**src/rtl/hash_table_pkg.sv**
```systemverilog
// rtl/hash_table_pkg.sv - shared types for the hash table lookup pipeline
//
// Package hash_table
//   BUCKET_WIDTH    : head-table address width
//   HEAD_PTR_WIDTH  : width of a chain head pointer
//   ht_cmd_t        : task command
//   ht_pdata_t      : pipeline task {cmd, bucket, head_ptr, head_ptr_val}
//   head_ram_data_t : head-table word {ptr, ptr_val}
package hash_table;

    localparam int BUCKET_WIDTH   = 8;
    localparam int HEAD_PTR_WIDTH = 8;

    typedef enum logic [1:0] {
        CMD_LOOKUP = 2'd0,
        CMD_INSERT = 2'd1,
        CMD_DELETE = 2'd2,
        CMD_NOP    = 2'd3
    } ht_cmd_t;

    typedef struct packed {
        ht_cmd_t                   cmd;
        logic [BUCKET_WIDTH-1:0]   bucket;
        logic [HEAD_PTR_WIDTH-1:0] head_ptr;
        logic                      head_ptr_val;
    } ht_pdata_t;

    typedef struct packed {
        logic [HEAD_PTR_WIDTH-1:0] ptr;
        logic                      ptr_val;
    } head_ram_data_t;

endpackage

```
**src/rtl/head_rd_fifo.sv**
```systemverilog
// rtl/head_rd_fifo.sv - show-ahead synchronous FIFO of ht_pdata_t
//
// Ports:
//   clk_i, rst_i : clock, asynchronous active-high reset (clears pointers)
//   i_push       : write i_data (caller guarantees not full)
//   i_data       : entry to write
//   i_pop        : consume head entry (ignored when empty)
//   o_data       : head entry, valid while !o_empty
//   o_empty      : no entries
//   o_full       : DEPTH entries held (for checking only)
module head_rd_fifo
    import hash_table::*;
#(
    parameter int DEPTH = 4
) (
    input  logic      clk_i,
    input  logic      rst_i,
    input  logic      i_push,
    input  ht_pdata_t i_data,
    input  logic      i_pop,
    output ht_pdata_t o_data,
    output logic      o_empty,
    output logic      o_full
);

    localparam int PW = (DEPTH > 1) ? $clog2(DEPTH) : 1;
    localparam int CW = $clog2(DEPTH + 1);

    ht_pdata_t       r_mem [DEPTH];
    logic [PW-1:0]   r_wr_ptr;
    logic [PW-1:0]   r_rd_ptr;
    logic [CW-1:0]   r_count;
    logic            w_do_pop;

    function automatic logic [PW-1:0] ptr_inc(input logic [PW-1:0] p);
        return (p == PW'(DEPTH - 1)) ? '0 : p + PW'(1);
    endfunction

    assign o_empty  = (r_count == '0);
    assign o_full   = (r_count == CW'(DEPTH));
    assign o_data   = r_mem[r_rd_ptr];
    assign w_do_pop = i_pop && !o_empty;

    always_ff @(posedge clk_i or posedge rst_i) begin
        if (rst_i) begin
            r_wr_ptr <= '0;
            r_rd_ptr <= '0;
            r_count  <= '0;
        end else begin
            if (i_push)   r_wr_ptr <= ptr_inc(r_wr_ptr);
            if (w_do_pop) r_rd_ptr <= ptr_inc(r_rd_ptr);
            if (i_push && !w_do_pop)      r_count <= r_count + CW'(1);
            else if (!i_push && w_do_pop) r_count <= r_count - CW'(1);
        end
    end

    always_ff @(posedge clk_i) begin
        if (i_push) r_mem[r_wr_ptr] <= i_data;
    end

endmodule

```
**src/rtl/head_table_rd_stage.sv**
```systemverilog
// rtl/head_table_rd_stage.sv - reads bucket head pointer and merges it into the task
//
// Optional feature macro: HEAD_TABLE_WR_FORWARD_EN (forward snooped head-table
// writes into in-flight reads).
//
// Ports:
//   clk_i, rst_i       : clock, asynchronous active-high reset
//   task_i/_valid_i    : incoming hashed task; task_ready_o accepts
//   rd_addr_o, rd_en_o : head-table read request (issued in the accept cycle)
//   rd_data_i          : read data, valid RAM_LATENCY cycles after rd_en_o
//   head_wr_*_i        : head-table write snoop
//   task_o/_valid_o    : task with head fields filled; task_ready_i pops
//   busy_o             : tasks in flight or buffered
module head_table_rd_stage
    import hash_table::*;
#(
    parameter int RAM_LATENCY = 2,
    parameter int FIFO_DEPTH  = 4
) (
    input  logic                    clk_i,
    input  logic                    rst_i,
    input  ht_pdata_t               task_i,
    input  logic                    task_valid_i,
    output logic                    task_ready_o,
    output logic [BUCKET_WIDTH-1:0] rd_addr_o,
    output logic                    rd_en_o,
    input  head_ram_data_t          rd_data_i,
    input  logic                    head_wr_en_i,
    input  logic [BUCKET_WIDTH-1:0] head_wr_addr_i,
    input  head_ram_data_t          head_wr_data_i,
    output ht_pdata_t               task_o,
    output logic                    task_valid_o,
    input  logic                    task_ready_i,
    output logic                    busy_o
);

    localparam int CNT_W = $clog2(FIFO_DEPTH + 1);

    logic [CNT_W-1:0]        r_cnt;
    logic                    w_accept;
    logic                    w_pop;
    logic                    w_fifo_push;
    logic                    w_fifo_empty;
    logic                    w_fifo_full;
    ht_pdata_t               w_push_data;
    head_ram_data_t          w_merge_data;
    logic                    w_unused;

    logic [RAM_LATENCY-1:0]  r_dl_vld;
    ht_cmd_t                 r_dl_cmd    [RAM_LATENCY];
    logic [BUCKET_WIDTH-1:0] r_dl_bucket [RAM_LATENCY];

    // Credits cover every task between accept and pop, so the FIFO always
    // has room for whatever the RAM returns.
    assign task_ready_o = (r_cnt < CNT_W'(FIFO_DEPTH));
    assign w_accept     = task_valid_i && task_ready_o;
    assign rd_en_o      = w_accept;
    assign rd_addr_o    = w_accept ? task_i.bucket : '0;
    assign w_pop        = task_valid_o && task_ready_i;
    assign busy_o       = (r_cnt != '0);

    always_ff @(posedge clk_i or posedge rst_i) begin
        if (rst_i) begin
            r_cnt <= '0;
        end else if (w_accept && !w_pop) begin
            r_cnt <= r_cnt + CNT_W'(1);
        end else if (!w_accept && w_pop) begin
            r_cnt <= r_cnt - CNT_W'(1);
        end
    end

    always_ff @(posedge clk_i or posedge rst_i) begin
        if (rst_i) begin
            r_dl_vld <= '0;
        end else begin
            r_dl_vld[0] <= w_accept;
            for (int k = 1; k < RAM_LATENCY; k++) r_dl_vld[k] <= r_dl_vld[k-1];
        end
    end

    // Payload is qualified by r_dl_vld, so it needs neither reset nor enable.
    always_ff @(posedge clk_i) begin
        r_dl_cmd[0]    <= task_i.cmd;
        r_dl_bucket[0] <= task_i.bucket;
        for (int k = 1; k < RAM_LATENCY; k++) begin
            r_dl_cmd[k]    <= r_dl_cmd[k-1];
            r_dl_bucket[k] <= r_dl_bucket[k-1];
        end
    end

`ifdef HEAD_TABLE_WR_FORWARD_EN
    logic [RAM_LATENCY-1:0] r_ovr_vld;
    head_ram_data_t         r_ovr_data [RAM_LATENCY];
    logic [RAM_LATENCY-1:0] w_wr_hit;

    // w_wr_hit[k]: the entry moving into stage k matches this cycle's write.
    always_comb begin
        w_wr_hit    = '0;
        w_wr_hit[0] = w_accept && head_wr_en_i && (head_wr_addr_i == task_i.bucket);
        for (int k = 1; k < RAM_LATENCY; k++) begin
            w_wr_hit[k] = r_dl_vld[k-1] && head_wr_en_i
                          && (head_wr_addr_i == r_dl_bucket[k-1]);
        end
    end

    always_ff @(posedge clk_i or posedge rst_i) begin
        if (rst_i) begin
            r_ovr_vld <= '0;
        end else begin
            r_ovr_vld[0] <= w_wr_hit[0];
            for (int k = 1; k < RAM_LATENCY; k++) begin
                r_ovr_vld[k] <= w_wr_hit[k] || r_ovr_vld[k-1];
            end
        end
    end

    // A newer matching write replaces an older override as the entry travels.
    always_ff @(posedge clk_i) begin
        r_ovr_data[0] <= head_wr_data_i;
        for (int k = 1; k < RAM_LATENCY; k++) begin
            r_ovr_data[k] <= w_wr_hit[k] ? head_wr_data_i : r_ovr_data[k-1];
        end
    end

    assign w_merge_data = r_ovr_vld[RAM_LATENCY-1] ? r_ovr_data[RAM_LATENCY-1] : rd_data_i;
    assign w_unused     = ^{w_fifo_full, task_i.head_ptr, task_i.head_ptr_val};
`else
    assign w_merge_data = rd_data_i;
    assign w_unused     = ^{w_fifo_full, task_i.head_ptr, task_i.head_ptr_val,
                            head_wr_en_i, head_wr_addr_i, head_wr_data_i};
`endif

    always_comb begin
        w_push_data              = '0;
        w_push_data.cmd          = r_dl_cmd[RAM_LATENCY-1];
        w_push_data.bucket       = r_dl_bucket[RAM_LATENCY-1];
        w_push_data.head_ptr     = w_merge_data.ptr;
        w_push_data.head_ptr_val = w_merge_data.ptr_val;
    end

    assign w_fifo_push = r_dl_vld[RAM_LATENCY-1];

    head_rd_fifo #(
        .DEPTH (FIFO_DEPTH)
    ) u_fifo (
        .clk_i   (clk_i),
        .rst_i   (rst_i),
        .i_push  (w_fifo_push),
        .i_data  (w_push_data),
        .i_pop   (task_ready_i),
        .o_data  (task_o),
        .o_empty (w_fifo_empty),
        .o_full  (w_fifo_full)
    );

    assign task_valid_o = !w_fifo_empty;

endmodule

```
**config.mk**
```make
export PLATFORM = sky130hd
export DESIGN_NAME = head_table_rd_stage
export DESIGN_NICKNAME = d
export VERILOG_FILES = /design/src/rtl/hash_table_pkg.sv /design/src/rtl/head_rd_fifo.sv /design/src/rtl/head_table_rd_stage.sv
export SDC_FILE = /design/constraint.sdc
export NUM_CORES = 1
export LEC_CHECK = 0
export BUFFER_PORTS_ARGS = -buffer_cell sky130_fd_sc_hd__buf_2
export CAP_MARGIN = 20
export CORE_AREA = 8 8 134 136
export DETAILED_ROUTE_END_ITERATION = 10
export DIE_AREA = 0 0 142 144
export GPL_ROUTABILITY_DRIVEN = 1
export GPL_TIMING_DRIVEN = 0
export SKIP_CTS_REPAIR_TIMING = 1
export SYNTH_ARGS = -nofsm -noshare
export SYNTH_HDL_FRONTEND = slang
export SYNTH_HIERARCHICAL = 1
export SYNTH_SLANG_ARGS = --single-unit
```
**constraint.sdc**
```tcl
create_clock -name clk_i -period 2.65 [get_ports clk_i]
set_input_delay 0.53 -clock clk_i [delete_from_list [all_inputs] [get_ports clk_i]]
set_output_delay 0.53 -clock clk_i [all_outputs]
set_load 0.05 [all_outputs]
```
==> results.cfg <==
[status]
outcome = completed

[floorplan]
num_io_pins = 81
placementRows = 47
die_width_um = 142
dieArea_mm2 = 0.02045
initial_core_util_pct = 24.02
core-area_mm2 = 0.01605
chipHeight_um = 144

[setup_path]
cp-end-kind = output port
cp.required_ns = 2.12
critPathLaunchType = flop
r2r_setup_slack_ns = 0.62
crit_chain = buf_6 -> mux4_2 -> buf_2
crit_path_top_delay_cell = mux4_2
path_max_fanout = 10
max_stage_delay_ns = 0.55
arrival_ns = 1.81
crit_family = multiplexers
worst-setup-path-type = flop to output port
cp_num_buf_inv = 2

[global_routing]
grt_max_degree = 20
grt_pass1_vias = 2028
grt.overflow.total = 0
grt_antenna_before_repair = 0
grt_pass1_wl_um = 10990
grt_usage_pct = 7.329

[sta]
final.period_utilization_pct = 88.11
max_clock_freq_ghz = 0.4283
fin_setup_tns_ns = 0
grt_setup_unrepaired = false
fin_crit_ns = 2.335
worst_pin_slew_ns = 1.103
relSlewSlack_pct = 26.48
skew_ns = 0.007309
slew_violations = 0
setup_violations = 0
finalHoldViolations = 0

[clocking]
clk_path_buf_depth = 2
clock_latency_ns = 0.34
clk_pin_slew_ns = 0.07
cts_sinks = 108
htreeDepth = 3
cts_inserted_buffers = 9
ctsRootBufferMaster = clkbuf_16
cts_tree = done

[yosys]
syn_avg_cell_area_um2 = 20.96
syn_area_mm2 = 0.003856
synth_warnings = 6
netlist_instances = 184
synth_fp_nets = 243

[routing]
drt_iter0_drc = 91
drcViolationCount = 0
drt_wl_total_um = 7020
num_vias = 1790
firstDrtPassIters = 4
ant_nets = 0
wire_per_inst_um = 14.81
viasPerCell = 3.776

[final_layout]
layout.nets = 308
drive_gt1_share_pct = 37.40
mostFrequentLayoutCells = edfxtp_1 (76), buf_2 (56), dfxtp_1 (20)
post-route-util_pct = 29.65
diodes = 0
area_growth_syn_to_layout_pct = 23.43
layout_commonest_cell = edfxtp_1

[power]
pwr_density_cell_mw_per_mm2 = 1209
peakVddDrop_mv = 0.6430
leakage_uw = 0.001740
total_power_uw = 5756

[placement]
place.gp.congestion = 0.6571
portBuffers = 53
hpwl_um = 4697

[worst_hold_path]
hold_class = input pin to asynchronous set/reset pin

[run]
cap_violations = 0
==> area by class of cell <==
type                    count  area [um2]
fillers                  1593       11290
inverters                   9       33.78
multi-input cells          62       802.0
clock inverters             3       65.06
repair buffers             54       280.3
plain buffers               5       37.54
clock buffers              13       282.8
well taps                 220       275.3
flip-flops and latches    108        2983
==> path summary, 6_finish.rpt <==
kind | start | end | cells after the start
min in group clk_i | task_i[17] | r_dl_cmd[0][0] | 1
worst min register to register | r_dl_bucket[0][4] | r_dl_bucket[0][12] | 0
max in group asynchronous | rst_i | u_fifo/r_wr_ptr[0] | 2
worst max register to register | u_fifo/r_count[0] | u_fifo/r_count[2] | 7
worst max-delay path | u_fifo/r_rd_ptr[0] | task_o[9] | 3
worst min-delay path | rst_i | r_cnt[1] | 2
==> worst register-to-register path: cells and delay by family, from the launching register on <==
kind	cells	cell delay, ns
and+or+nand+nor	1	0.12
xor gates and xnor gates	2	0.31
DFF	1	0.47
adders and majority gates	2	0.62
buffers and inverters	1	0.06
AOI/OAI and AO/OA	1	0.37
==> flip-flops by register name, indices dropped and copies added, names as in the netlist <==
name,flops
r_cnt,3
r_dl_vld,2
u_fifo/r_rd_ptr,2
u_fifo/r_mem,76
u_fifo/r_wr_ptr,2
r_dl_bucket,16
r_dl_cmd,4
u_fifo/r_count,3
==> metal layers <==
metal | global-route usage (%) | share of wire, % | vias up
met5 | 0 | 0 | -
met4 | 2.883 | 1.4 | 0
met3 | 2.872 | 5.9 | 13
met2 | 11.83 | 48 | 52
met1 | 8.623 | 45 | 898
li1 | - | - | 827
==> per-stage QoR <==
step / hold WS (ns) / area, um2 / std cells / setup slack, ns
after floorplan: 0.3085 / 3856 / 184 / 0.6099
after global placement: 0.3147 / 4397 / 457 / 0.6647
after detailed placement: 0.3143 / 4397 / 457 / 0.6032
after CTS: 0.08883 / 4745 / 473 / 0.2713
after global routing: 0.1046 / 4760 / 474 / 0.2271
final: 0.09574 / 4760 / 474 / 0.3150
==> where the power goes <==
| group | total [uW] | internal (uW) | leakage [uW] | switching [uW] |
|---|---|---|---|---|
| Sequential | 2230 | 2090 | 0.00100 | 148 |
| Combinational | 2030 | 660 | 0.000567 | 1370 |
| Clock | 1500 | 942 | 0.000170 | 555 |
| Total | 5760 | 3690 | 0.00174 | 2070 |
(Power assumes the default switching activity.)
